**config.mk**
```make
export PLATFORM = sky130hd
export DESIGN_NAME = clock_div_channel_array
export DESIGN_NICKNAME = d
export VERILOG_FILES = /design/src/rtl/clock_div_channel_array.sv
export SDC_FILE = /design/constraint.sdc
export NUM_CORES = 1
export LEC_CHECK = 0
export ABC_AREA = 1
export ABC_CLOCK_PERIOD_IN_PS = 8800
export BUFFER_PORTS_ARGS = -buffer_cell sky130_fd_sc_hd__buf_4
export CAP_MARGIN = 20
export CELL_PAD_IN_SITES_DETAIL_PLACEMENT = 1
export CELL_PAD_IN_SITES_GLOBAL_PLACEMENT = 1
export CORE_ASPECT_RATIO = 0.6
export CORE_MARGIN = 10
export CORE_UTILIZATION = 42
export CTS_BUF_LIST = sky130_fd_sc_hd__clkbuf_8 sky130_fd_sc_hd__clkbuf_16
export DETAILED_ROUTE_END_ITERATION = 12
export PLACE_DENSITY = 0.8
export SETUP_SLACK_MARGIN = 0.4
export SYNTH_ARGS = -nofsm -noshare
export SYNTH_HDL_FRONTEND = slang
export SYNTH_SLANG_ARGS = --single-unit
```
**constraint.sdc**
```tcl
create_clock -name ref_clk_i -period 8.8 [get_ports ref_clk_i]
set_input_delay 0.44 -clock ref_clk_i [delete_from_list [all_inputs] [get_ports ref_clk_i]]
set_output_delay 0.44 -clock ref_clk_i [all_outputs]
set_load 0.05 [all_outputs]
```
**src/rtl/clock_div_channel_array.sv**
```systemverilog
// Multi-channel divided-clock generator in the ref_clk domain: per-channel start/stop
// sequencing, period-boundary ratio changes, sync-pulse alignment and stability flags.
module clock_div_channel_array #(
    parameter int NUM_CH         = 8,
    parameter int DIV_W          = 8,
    parameter int DEFAULT_RATIO  = 2,
    parameter int STABLE_PERIODS = 4,
    parameter bit ALIGN_START    = 1'b1
) (
    input  logic                    ref_clk_i,
    input  logic                    rst_i,
    input  logic [NUM_CH-1:0]       cfg_ch_en_i,
    input  logic [NUM_CH*DIV_W-1:0] cfg_div_ratio_i,
    input  logic [NUM_CH-1:0]       cfg_ratio_load_i,
    input  logic                    sync_pulse_i,
    input  logic                    err_clear_i,
    output logic [NUM_CH-1:0]       clk_out_o,
    output logic [NUM_CH-1:0]       clk_en_o,
    output logic [NUM_CH-1:0]       ch_active_o,
    output logic [NUM_CH-1:0]       ch_stable_o,
    output logic [NUM_CH-1:0]       ratio_err_o
);

    typedef enum logic [1:0] {
        ST_OFF   = 2'd0,
        ST_START = 2'd1,
        ST_RUN   = 2'd2,
        ST_DRAIN = 2'd3
    } state_e;

    localparam logic [DIV_W-1:0] RATIO_RST = DIV_W'(DEFAULT_RATIO);
    localparam logic [DIV_W-1:0] STAB_MAX  = DIV_W'(STABLE_PERIODS);
    localparam logic [DIV_W-1:0] ONE       = DIV_W'(1);
    localparam logic [DIV_W:0]   ONE_W     = (DIV_W+1)'(1);

    for (genvar g = 0; g < NUM_CH; g++) begin : g_ch
        state_e           state_q, state_d;
        logic [DIV_W-1:0] cnt_q, cnt_d;
        logic [DIV_W-1:0] ratio_q, ratio_d;
        logic [DIV_W-1:0] pend_q, pend_d;
        logic [DIV_W-1:0] stab_q, stab_d;
        logic             clk_out_q, clk_out_d;
        logic             clk_en_q, clk_en_d;
        logic             stable_q, stable_d;
        logic             err_q, err_d;

        logic [DIV_W-1:0] ld_val;
        logic             ld_ok;
        logic             ld_bad;
        logic             running;
        logic             active_d;
        logic             at_last;
        logic             wrap;
        logic [DIV_W:0]   half_d;

        assign ld_val  = cfg_div_ratio_i[g*DIV_W +: DIV_W];
        assign ld_ok   = cfg_ratio_load_i[g] && (ld_val != '0);
        assign ld_bad  = cfg_ratio_load_i[g] && (ld_val == '0);
        assign running = (state_q == ST_RUN) || (state_q == ST_DRAIN);
        assign at_last = (cnt_q == (ratio_q - ONE));
        // A period boundary is either the natural wrap or a sync-forced restart.
        assign wrap    = running && (at_last || sync_pulse_i);

        always_ff @(posedge ref_clk_i or posedge rst_i) begin
            if (rst_i) begin
                state_q <= ST_OFF;
            end else begin
                state_q <= state_d;
            end
        end

        always_comb begin
            state_d = state_q;
            case (state_q)
                ST_OFF: begin
                    if (cfg_ch_en_i[g]) state_d = ST_START;
                end
                ST_START: begin
                    if (!cfg_ch_en_i[g])                  state_d = ST_OFF;
                    else if (!ALIGN_START || sync_pulse_i) state_d = ST_RUN;
                end
                ST_RUN: begin
                    if (!cfg_ch_en_i[g]) state_d = ST_DRAIN;
                end
                ST_DRAIN: begin
                    if (cfg_ch_en_i[g]) state_d = ST_RUN;
                    else if (at_last)   state_d = ST_OFF;
                end
                default: state_d = ST_OFF;
            endcase
        end

        always_comb begin
            pend_d   = ld_ok ? ld_val : pend_q;
            ratio_d  = ratio_q;
            cnt_d    = '0;
            stab_d   = stab_q;
            active_d = (state_d == ST_RUN) || (state_d == ST_DRAIN);

            // Idle channels track the pending ratio; running ones only switch at a boundary.
            if (!running || wrap) ratio_d = pend_d;

            if (active_d && running && !wrap) cnt_d = cnt_q + ONE;

            if (wrap && (stab_q != STAB_MAX)) stab_d = stab_q + ONE;
            if ((ratio_d != ratio_q) || (state_d == ST_OFF)) stab_d = '0;

            err_d     = ld_bad | (err_q & ~err_clear_i);
            half_d    = ({1'b0, ratio_d} + ONE_W) >> 1;
            clk_out_d = active_d && ({1'b0, cnt_d} < half_d);
            clk_en_d  = active_d && (cnt_d == '0);
            stable_d  = (state_d == ST_RUN) && (stab_d == STAB_MAX);
        end

        always_ff @(posedge ref_clk_i or posedge rst_i) begin
            if (rst_i) begin
                cnt_q     <= '0;
                ratio_q   <= RATIO_RST;
                pend_q    <= RATIO_RST;
                stab_q    <= '0;
                clk_out_q <= 1'b0;
                clk_en_q  <= 1'b0;
                stable_q  <= 1'b0;
                err_q     <= 1'b0;
            end else begin
                cnt_q     <= cnt_d;
                ratio_q   <= ratio_d;
                pend_q    <= pend_d;
                stab_q    <= stab_d;
                clk_out_q <= clk_out_d;
                clk_en_q  <= clk_en_d;
                stable_q  <= stable_d;
                err_q     <= err_d;
            end
        end

        assign clk_out_o[g]   = clk_out_q;
        assign clk_en_o[g]    = clk_en_q;
        assign ch_active_o[g] = running;
        assign ch_stable_o[g] = stable_q;
        assign ratio_err_o[g] = err_q;
    end

endmodule
```
---- Word-level counts from Yosys, hierarchy flattened ----
Index checks and enable logic that the tools add are counted.
word-level totals
  register bits ........................... 304
  output and inout bits ................... 40
  logic and storage cells ................. 465
operators by class
  $add $sub $neg .......................... 32
  $lt $le $gt $ge ......................... 8
  equal/unequal tests ..................... 72
  mux-type cells .......................... 96
  bitwise operators ....................... 17
  reduce and logical (&&, ||, !) cells .... 168
operator list
  kind                   count
  $mux W8                40
  $add A8 B1 Y8 const B  16
  $logic_not A8 Y1       16
  $mux W2                48
  $add A8 B1 Y9 const B  8
  $logic_and A1 B1 Y1    72
  $eq A2 B2 Y1 const B   32
  $eq A8 B3 Y1 const B   8
  $eq A8 B8 Y1           8
  $lt A8 B8 Y1           8
  $ne A8 B3 Y1 const B   8
  $ne A8 B8 Y1           8
  $pmux W2 S4            8
  $reduce_bool A8 Y1     8
  $sub A8 B1 Y8 const B  8
  $logic_or A1 B1 Y1     40
  $logic_not A2 Y1       16
  $eq A2 B1 Y1 const B   8
  $logic_not A1 Y1       16
  $and A1 B1 Y1          8
  $or A1 B1 Y1           8
  $not A1 Y1             1

---- Logic depth before layout (Yosys ltp) ----
Gate-level depths: netlist (run 1).
  word-level depth ........................ 12
  depth in mapped cells ................... 26
  depth with buffers taken out ............ 26

---- Worst setup path before layout (run 1) ----
No wires, ideal clock.
  path type ............................... reg-to-reg
  start point ............................. register g_ch[7].ratio_q[1]
  end point ............................... register g_ch[7].clk_out_q
  library setup time ...................... 77 ps
  arrival time ............................ 3110 ps
  required time ........................... 8723 ps
  setup slack ............................. 5612 ps
  cell stages (with the launch flop) ...... 24
  buffers on the path ..................... 2
  cells stage by stage .................... dfstp_2 inv_1 ha_1 inv_1 nand2_1 nand2_1 nor2_1 nand3_1 a21oi_2 nand3_2 nand3_2 buf_6 buf_6 o21ai_0 inv_1 ha_1 nand3_1 nand3b_1 nor2_1 nand2_1 ha_1 a21oi_1 o211ai_1 a21oi_1
on the way
  elaborated cells between the ends (all ways) .. 19
  those cells by class .................... 2 x add/sub; 1 x order compare; 3 x eq/ne; 5 x mux; 8 x reduce/logical
RTL lines
  what                          line  source
  start, declared               39    logic [DIV_W-1:0] ratio_q, ratio_d;
  start signal, assigned        127   ratio_q <= ratio_d;
  $sub A8 B1 Y8                 60    assign at_last = (cnt_q == (ratio_q - ONE));
  $eq A8 B8 Y1                  60
  $logic_or A1 B1 Y1            62    assign wrap = running && (at_last || sync_pulse_i);
  $logic_and A1 B1 Y1           62
  $logic_or A1 B1 Y1            101   if (!running || wrap) ratio_d = pend_d;
  $mux W8                       101
  named net g_ch[7].ratio_d[0]  39
  $add A8 B1 Y9                 109   half_d = ({1'b0, ratio_d} + ONE_W) >> 1;
  $lt A8 B8 Y1                  110   clk_out_d = active_d && ({1'b0, cnt_d} < half_d);
  $logic_and A1 B1 Y1           110
  named net g_ch[7].clk_out_d   42    logic clk_out_q, clk_out_d;
  end signal, assigned          130   clk_out_q <= clk_out_d;
  end, declared                 42
The timed path passes the listed nets, and every way through them passes these cells.

---- Final worst setup path (run 1) ----
Ends and elaborated chain as after synthesis.

==> run summary, run 1 <==
Yosys cell types: 48
R2R depth: 22
CP arrival: 4.50 ns
Top FF cell, synth: dfrtp_1
fmax: 246 MHz
hold_buf cts: 0
maximum vdd drop: 0.177 mV
Post-Layout Cell Count: 3542
Clock power frac: 31.7%
global-route wire length before repair: 100000 um
min cycle time layout: 4.06 ns
Post-Route Utilization: 48.0%
clock sinks: 304
Total Routing Usage GR: 20.7%
Hold Vio Cnt, Final: 0
layout cells sized above 1: 12.2%
Reg2Reg Setup Slack: 4.74 ns
Hold WS: 0.111 ns
commonest non-fill, non-tap cell in the layout: nand2_1
post-route setup TNS: 0 ns
via count: 18000
skew final: 0.0185 ns
DR WL/cell: 17.2 um
Slew Viols, Final: 0
top cells by area, synth: dfrtp_1, nand2_1, inv_1
Least-Margin Pin Slew: 0.985 ns
Initial Utilization: 42.7%
Seq pwr share: 32.2%
Core Rows: 62
CP Launch Type: flip-flop
Final WS setup: 4.74 ns
Final GP Congestion: 0.907
initial antenna violation count: 1
status: finished clean
CTS tree: built
Psw: 2.23 mW
r2r startpoint: g_ch[7].ratio_q[1]
RSZ-0062 raised after global routing: no
Clk pin slew, worst setup/hold paths: 0.06 ns
vias in the first global route: 19200
CP endpoint kind: flip-flop
Switching Share: 39.9%
post-detailed-route count of antenna-violating nets: 0
max_cap viols: 0
Die Wd: 306 um
worst skew pair latency: 0.53 ns
placed cells: 3475
Pint: 3.35 mW
Die H: 191 um
final WL: 60900 um
cts repair resizes: 0
top cell type's share of synthesized area: 35.1%
synthesized area: 0.0206 sq mm
Yosys top cell by area: dfrtp_1
# DRC: 0
initial drt markers: 959
register area share after synthesis: 37.1%
Syn Inst Count: 2789
WS Path Type: reg2reg
YS warnings: 0
Pwr per Cell Area: 242 mW/mm^2
Async S/R FF share, synth: 100%
reg2reg end: g_ch[7].clk_out_q
most frequent cells in the layout: nand2_1, inv_1, nor2_1
Final Cycle Share: 46.1%
P_leak: 11.9 nW
EDFF count, synth: 0
Inserted Clock Buffers: 36
Mapped Avg Cell Area: 7.37 sq um
nets@finish: 3054
FF+latch count, synth: 304
H-tree depth: 2
Via density: 5.09
drt pass-1 iters: 5
Setup WS pre-CTS: 4.57 ns
critical path required time: 9.24 ns
die area: 0.0585 sq mm
slew margin rel.: 33.7%
root buffer cell: clkbuf_16
Port Buffers: 123
clock buffer depth: 3
min-delay worst type: in2async
Post CTS Setup Buffer Count: 0
syn_nets: 2969
Combinational Power Share: 36.1%
area delta synth->final: 12.2%
post-detail-place hpwl: 47200 um
largest net degree at the start of global routing: 73
CP max FO: 31
I/O pin cnt: 124
GRT overflow: 0
core region area: 0.0481 sq mm
# setup viols final: 0
-- kinds of logic (layout without fill, tap and decap cells) --
family	Yosys count	in the layout	synth area share, %
other	0	2	0
adders and majority gates	96	96	5.84
buffers and inverters	550	661	11.8
xor gates and xnor gates	178	178	7.69
muxes	1	1	0.0548
DFF	304	304	37.1
and+or+nand+nor	1421	1421	31.0
AOI/OAI and AO/OA	239	239	6.56
-- metrics by stage --
| stage | power, mW | cell area [sq um] |
|---|---|---|
| floorplan | 3.31 | 20600 |
| global placement | 3.71 | 21700 |
| detailed placement | 3.82 | 21700 |
| CTS | 5.63 | 23000 |
| global route | 5.96 | 23100 |
| finish | 5.58 | 23100 |
-- worst max path at each step --
stage | startpoint | end | slack, ns | cells past startpoint
finish | g_ch[7].ratio_q[1] | g_ch[7].clk_out_q | 4.74 | 22
global route | g_ch[7].ratio_q[1] | g_ch[7].clk_out_q | 4.28 | 22
CTS | g_ch[7].ratio_q[1] | g_ch[7].clk_out_q | 4.75 | 22
detailed placement | sync_pulse_i | g_ch[7].clk_out_q | 4.57 | 16
global placement | sync_pulse_i | g_ch[7].clk_out_q | 4.79 | 14
floorplan | rst_i | g_ch[0].clk_en_q | 4.33 | 1
-- metal layers --
metal / wire, um / global-route usage [%] / part of all wire, %
met1: 30800 / 29.5 / 51
met4: 1110 / 4.31 / 1.8
met3: 1860 / 2.72 / 3.1
met5: 0 / 0 / 0
met2: 27100 / 33.2 / 45
-- flip-flops by register name, indices dropped and copies added, names as in the netlist --
name	count
g_ch.cnt_q	64
g_ch.pend_q	64
g_ch.ratio_q	64
g_ch.stab_q	64
g_ch.state_q	16
g_ch.clk_en_q	8
g_ch.clk_out_q	8
g_ch.err_q	8
g_ch.stable_q	8
-- critical path, stage by stage (launching register included) --
cell      delay [ns]
dfstp_2         0.55
inv_1           0.07
ha_1            0.25
inv_1           0.08
nand2_1         0.07
nand3_1         0.08
nand2_1         0.09
nand2_1         0.08
nor2_1          0.06
nand3_2         0.09
nand3_2         0.48
nand2_1         0.27
o21ai_0         0.17
inv_1           0.12
ha_1            0.20
nand3_1         0.12
nand3b_1        0.25
nor2_1          0.16
nand2_1         0.08
ha_1            0.30
a21oi_1         0.16
o211ai_1        0.10
a21oi_1         0.15
-- layout make-up --
| cell class | count | area, sq um |
|---|---|---|
| antenna | 2 | 5.00 |
| clock buffer | 41 | 981 |
| clock inverter | 23 | 389 |
| fill | 6084 | 25000 |
| inverter | 467 | 1760 |
| multi-input combinational | 1935 | 10500 |
| sequential | 304 | 7630 |
| tap | 640 | 801 |
| timing repair buffer | 130 | 996 |
-- cell usage after synthesis, drive strengths merged, types with 2 or more instances --
| master | number |
|---|---|
| clkinv | 2 |
| clkbuf | 9 |
| a21oi | 62 |
| o21a | 8 |
| nand2 | 697 |
| and3 | 8 |
| nand3 | 236 |
| o21ai | 142 |
| inv | 465 |
| a41oi | 6 |
| o211ai | 17 |
| xnor2 | 52 |
| nor4 | 39 |
| buf | 74 |
| nor3 | 41 |
| ha | 96 |
| nand3b | 32 |
| dfstp | 16 |
| xor2 | 125 |
| dfrtp | 288 |
| nand4 | 35 |
| nor2 | 331 |
-- power by group through the flow --
stage	clock [mW]	combinational, mW	sequential [mW]
global route	1.87	2.27	1.82
CTS	1.81	2.02	1.80
detailed placement	0	2.00	1.82
floorplan	0	1.57	1.75
finish	1.77	2.01	1.80
global placement	0	1.90	1.81
Note: power is estimated with default switching activity, not from simulation.
==> run 2: changes to the inputs <==
--- a/config.mk
+++ b/config.mk
@@ -5,18 +5,18 @@
 export SDC_FILE = /design/constraint.sdc
 export NUM_CORES = 1
 export LEC_CHECK = 0
-export ABC_AREA = 1
-export ABC_CLOCK_PERIOD_IN_PS = 8800
+export ABC_AREA = 0
+export ABC_CLOCK_PERIOD_IN_PS = 4000
 export BUFFER_PORTS_ARGS = -buffer_cell sky130_fd_sc_hd__buf_4
 export CAP_MARGIN = 20
 export CELL_PAD_IN_SITES_DETAIL_PLACEMENT = 1
 export CELL_PAD_IN_SITES_GLOBAL_PLACEMENT = 1
 export CORE_ASPECT_RATIO = 0.6
 export CORE_MARGIN = 10
-export CORE_UTILIZATION = 42
+export CORE_UTILIZATION = 48
 export CTS_BUF_LIST = sky130_fd_sc_hd__clkbuf_8 sky130_fd_sc_hd__clkbuf_16
 export DETAILED_ROUTE_END_ITERATION = 12
-export PLACE_DENSITY = 0.8
+export PLACE_DENSITY = 0.83
 export SETUP_SLACK_MARGIN = 0.4
 export SYNTH_ARGS = -nofsm -noshare
 export SYNTH_HDL_FRONTEND = slang
==> constraint.sdc (replaced) <==
create_clock -name ref_clk_i -period 4 [get_ports ref_clk_i]
set_input_delay 0.2 -clock ref_clk_i [delete_from_list [all_inputs] [get_ports ref_clk_i]]
set_output_delay 0.2 -clock ref_clk_i [all_outputs]
set_load 0.05 [all_outputs]
==> run summary, run 2 <==
register area share after synthesis: 36.6%
Port Buffers: 123
Hold Crit Depth: 3
CP Launch Type: flip-flop
GRT Max-Usage Layer: met2
Post-Layout Cell Count: 3054
top cells by area, synth: dfrtp_1, xnor2_1, ha_1
EDFF count, synth: 0
initial drt markers: 1493
worst skew pair latency: 0.54 ns
# DRC: 0
met3 GRT Util: 4.51%
Pwr per Cell Area: 436 mW/mm^2
CP endpoint kind: flip-flop
power after layout: 11.1 mW
vias in the first global route: 19900
initial antenna violation count: 4
Initial Utilization: 48.4%
CP arrival: 4.54 ns
Critical Path Source: g_ch[1].ratio_q[0]
largest stage delay on the critical path: 0.50 ns
Least-Margin Pin Slew: 0.945 ns
Die H: 181 um
Syn Inst Count: 2260
die area: 0.0525 sq mm
maximum vdd drop: 0.247 mV
Yosys cell types: 92
area taken by multi-input logic gates: 0.0132 sq mm
# setup viols final: 3
min-delay worst type: in2reg
critical path required time: 4.44 ns
HP Start: cfg_div_ratio_i[49]
nets@finish: 2626
Top FF cell, synth: dfrtp_1
I/O pin cnt: 124
Sequential Area: 0.00764 sq mm
top cell type's share of synthesized area: 34.6%
CP cell instances: inv_1 -> ha_4 -> xor2_1 -> nand2_1 -> nor4_2 -> and4_4 -> nor2b_4 -> a21oi_2 -> ha_2 -> inv_1 -> or4b_4 -> or3_4 -> ha_4 -> and4_2 -> a21oi_2 -> nand2_1 -> a311oi_2
Layout fillers: 4768
r2r startpoint: g_ch[1].ratio_q[0]
area delta synth->final: 22.2%
Yosys top cell by area: dfrtp_1
H-tree depth: 2
placed cells: 2908
clock buffer depth: 3
status: complete, but fails checks
Slew Viols, Final: 0
WS Path Type: reg2reg
global-route wire length before repair: 111000 um
Via density: 6.15
slew margin rel.: 37.0%
layout cells sized above 1: 26.2%
most numerous cell in the Yosys netlist: dfrtp_1
DR WL/cell: 23.8 um
CP max FO: 6
Total Routing Usage GR: 25.8%
Die Wd: 289 um
most frequent cells in the layout: buf_4, dfrtp_1, nor2_1
syn_nets: 2440
core region area: 0.0431 sq mm
commonest non-fill, non-tap cell in the layout: buf_4
synthesized area: 0.0209 sq mm
min cycle time layout: 4.10 ns
failing checks: setup timing
Setup WS pre-CTS: -0.276 ns
GRT overflow: 0
skew final: 0.0196 ns
FF+latch count, synth: 304
Core Rows: 59
largest net degree at the start of global routing: 155
Final GP Congestion: 0.889
Hold Vio Cnt, Final: 0
max_cap viols: 0
Inserted Clock Buffers: 34
via count: 18800
post-route setup TNS: -0.190 ns
top cells by count, synth: dfrtp_1, nor2_1, xnor2_1, nand2_1, xor2_1
GR Util met1: 35.3%
CTS tree: built
clock sinks: 304
root buffer cell: clkbuf_16
Mapped Avg Cell Area: 9.23 sq um
slowest CP cell: or4b_4
Async S/R FF share, synth: 100%
Clk pin slew, worst setup/hold paths: 0.07 ns
drt pass-1 iters: 5
R2R depth: 17
Final Cycle Share: 103%
M2 GR Usage: 41.5%
RSZ-0062 raised after global routing: yes
YS warnings: 0
post-detailed-route count of antenna-violating nets: 0
P_leak: 10.9 nW
post-detail-place hpwl: 47900 um
final WL: 72600 um
fmax: 244 MHz
Final WS setup: -0.101 ns
-- run 2: per-layer routing --
metal	wire length [um]	vias up
met5	10	-
met4	2000	2
met2	34500	579
met1	32100	9642
met3	3990	156
li1	-	8400
-- run 2: cell type report --
cell class | instances | area share, %
antenna | 5 | 0.0491
clock buffer | 41 | 3.76
clock inverter | 19 | 0.678
inverter | 93 | 1.40
multi-input combinational | 1705 | 51.7
sequential | 304 | 30.0
tap | 579 | 2.84
timing repair buffer | 308 | 9.60
-- run 2: report_power, final --
group	internal (mW)	switching (mW)	leakage (nW)	total (mW)
Sequential	3.41	0.422	3.84	3.83
Clock	1.90	1.40	0.581	3.31
Combinational	1.67	2.31	6.50	3.98
-- run 2: final timing paths --
| path | end | slack (ns) |
|---|---|---|
| worst max-delay path | g_ch[1].clk_out_q | -0.10 |
| worst min register to register | g_ch[0].state_q[0] | 0.50 |
| worst min-delay path | g_ch[6].pend_q[4] | 0.03 |
| min in group asynchronous | g_ch[7].stab_q[7] | 0.38 |
| worst max register to register | g_ch[1].clk_out_q | -0.10 |
| max in group asynchronous | g_ch[7].ratio_q[3] | 2.75 |
-- run 2: repair_timing --
item / in CTS / in global routing
hold endpoints to repair: 92 / 0
hold buffers: 14 / 0
pin swaps: 63 / 63
resized for setup: 98 / 72
buffers inserted: 47 / 18
gates cloned: 1 / 1
endpoints found under the setup margin: 8 / 11
-- run 2: worst max-delay path, delay by kind of cell, from the launching register on --
kind	cells	cell delay, ns
fa+ha+maj	3	0.75
compound gates	3	0.52
buf+inv	2	0.21
xor+xnor	1	0.14
flops	1	0.46
simple gates	8	1.92
-- run 2: cells by family (layout without fill, tap and decap cells) --
| family | count (synthesis) | count (layout) | synth area share [%] |
|---|---|---|---|
| buffers and inverters | 251 | 461 | 5.47 |
| flip-flops | 304 | 304 | 36.6 |
| adder cells (fa/ha/maj) | 96 | 96 | 5.76 |
| XOR/XNOR | 287 | 287 | 12.1 |
| AO/OA/AOI/OAI | 375 | 375 | 12.8 |
| AND/OR/NAND/NOR | 827 | 827 | 21.3 |
| multiplexers | 120 | 120 | 6.04 |
| other | 0 | 5 | 0 |
-- run 2: per-stage QoR --
step                      util, %  cell area, sq um  hold WS, ns
after floorplan                 -             21300        0.289
after global placement       52.9             22800        0.396
after detailed placement     52.9             22800        0.413
after CTS                    57.8             24900      0.00317
after global routing         59.1             25500       0.0323
final                        59.1             25500       0.0335
==> run 3: changes to the inputs <==
--- a/config.mk
+++ b/config.mk
@@ -17,6 +17,7 @@
 export CTS_BUF_LIST = sky130_fd_sc_hd__clkbuf_8 sky130_fd_sc_hd__clkbuf_16
 export DETAILED_ROUTE_END_ITERATION = 12
 export PLACE_DENSITY = 0.83
+export RECOVER_POWER = 100
 export SETUP_SLACK_MARGIN = 0.4
 export SYNTH_ARGS = -nofsm -noshare
 export SYNTH_HDL_FRONTEND = slang
==> run summary, run 3 (synthesis results as in run 2) <==
status: complete, but fails checks
failing checks: capacitance limit, slew limit, setup timing
nets@finish: 2626
post-detail-place hpwl: 47900 um
layout cells sized above 1: 22.8%
maximum vdd drop: 0.233 mV
CP endpoint kind: flip-flop
slew margin rel.: -48.6%
commonest non-fill, non-tap cell in the layout: dfrtp_1
Cell Area, Placed: 0.0228 sq mm
CP max FO: 6
Pint: 6.89 mW
die area: 0.0525 sq mm
Psw: 4.14 mW
core region area: 0.0431 sq mm
CP arrival: 4.58 ns
min-delay worst type: in2reg
crit path to: g_ch[1].clk_out_q
Combinational Power Share: 35.3%
max_cap viols: 3
min cycle time layout: 4.14 ns
reg2reg end: g_ch[1].clk_out_q
Final WS setup: -0.142 ns
Initial Utilization: 48.4%
Via density: 6.14
final WL: 72700 um
Critical Path Source: g_ch[1].ratio_q[0]
RSZ-0062 raised after global routing: yes
I/O pin cnt: 124
Post-Route Utilization: 58.3%
placed cells: 2908
Hold WS: 0.0302 ns
skew final: 0.0201 ns
via count: 18700
initial antenna violation count: 4
R2R depth: 17
most frequent cells in the layout: dfrtp_1, nor2_1, buf_4
DR WL/cell: 23.8 um
Die Wd: 289 um
drt pass-1 iters: 7
Port Buffers: 123
Reg2Reg Setup Slack: -0.14 ns
Clk pin slew, worst setup/hold paths: 0.07 ns
Final Cycle Share: 104%
# setup viols final: 5
Die H: 181 um
global-route wire length before repair: 111000 um
post-detailed-route count of antenna-violating nets: 0
critical path required time: 4.44 ns
initial drt markers: 1385
GRT overflow: 0
Seq pwr share: 34.7%
Slew Viols, Final: 307
fin area: 0.0252 sq mm
Layout fillers: 4817
Post-Layout Cell Count: 3054
largest net degree at the start of global routing: 155
CTS tree: built
H-tree depth: 2
Inserted Clock Buffers: 34
Pwr per Cell Area: 438 mW/mm^2
WS Path Type: reg2reg
Final GP Congestion: 0.889
Clock power frac: 30.0%
Core Rows: 59
r2r startpoint: g_ch[1].ratio_q[0]
worst skew pair latency: 0.54 ns
CP Launch Type: flip-flop
Setup WS pre-CTS: -0.276 ns
clock buffer depth: 3
Least-Margin Pin Slew: 2.23 ns
Switching Share: 37.5%
clock sinks: 304
fmax: 241 MHz
Total Routing Usage GR: 25.8%
Hold Vio Cnt, Final: 0
P_leak: 10.6 nW
area delta synth->final: 20.6%
root buffer cell: clkbuf_16
# DRC: 0
vias in the first global route: 19900
==> run 3: critical path, stage by stage (launching register included) <==
cell      delay (ns)
dfrtp_1         0.45
inv_1           0.14
ha_4            0.29
xor2_1          0.14
nand2_1         0.09
nor4_2          0.29
and4_1          0.32
nor2b_4         0.09
a21oi_2         0.18
ha_2            0.23
inv_1           0.07
or4b_4          0.50
or3_4           0.36
ha_4            0.23
and4_2          0.21
a21oi_2         0.14
nand2_1         0.08
a311oi_2        0.21
==> run 3: power groups by stage <==
stage | combinational, mW | clock, mW | sequential, mW
detailed placement | 3.34 | 0 | 3.85
global route | 4.16 | 3.50 | 3.87
global placement | 3.16 | 0 | 3.82
finish | 3.89 | 3.31 | 3.83
floorplan | 2.51 | 0 | 3.64
CTS | 3.67 | 3.35 | 3.80
==> run 3: what timing repair did <==
item                       CTS  global route
setup buffers               47            18
gates cloned                 1             1
gates resized for setup     98            72
setup endpoints to repair    8            11
hold buffers                14             0
pin swaps                   63            63
hold endpoints to repair    92             0
==> run 3: metal layers <==
metal,track usage (%),up-vias,wire (um)
met2,41.5,558,34700
met3,4.51,160,3750
met1,35.3,9637,32300
met4,7.09,2,2020
li1,-,8381,-
met5,0,-,10
==> run 3: how the worst min path moves through the flow <==
stage,endpoint,depth (start not counted),start
after detailed placement,g_ch[6].state_q[0],2,cfg_ch_en_i[6]
after global routing,g_ch[6].pend_q[7],2,cfg_div_ratio_i[55]
after CTS,g_ch[7].err_q,2,cfg_ratio_load_i[7]
after global placement,g_ch[6].state_q[0],2,cfg_ch_en_i[6]
final,g_ch[7].err_q,2,cfg_ratio_load_i[7]
after floorplan,g_ch[6].state_q[0],1,cfg_ch_en_i[6]
==> run 3: final cells by class <==
type	instances	area [sq um]	area share (%)
flip-flops and latches	304	7640	30.4
inverters	93	355	1.41
multi-input cells	1705	13100	52.2
diodes	5	12.5	0.0497
well taps	579	724	2.88
repair buffers	308	2160	8.58
clock buffers	41	958	3.81
clock inverters	19	173	0.687
==> run 3: metrics by stage <==
step	TNS (ns)	total power, mW
floorplan	-66.36	6.15
global placement	0	6.98
detailed placement	-0.688	7.19
CTS	-0.00585	10.8
global route	-1.13	11.5
finish	-0.337	11.0
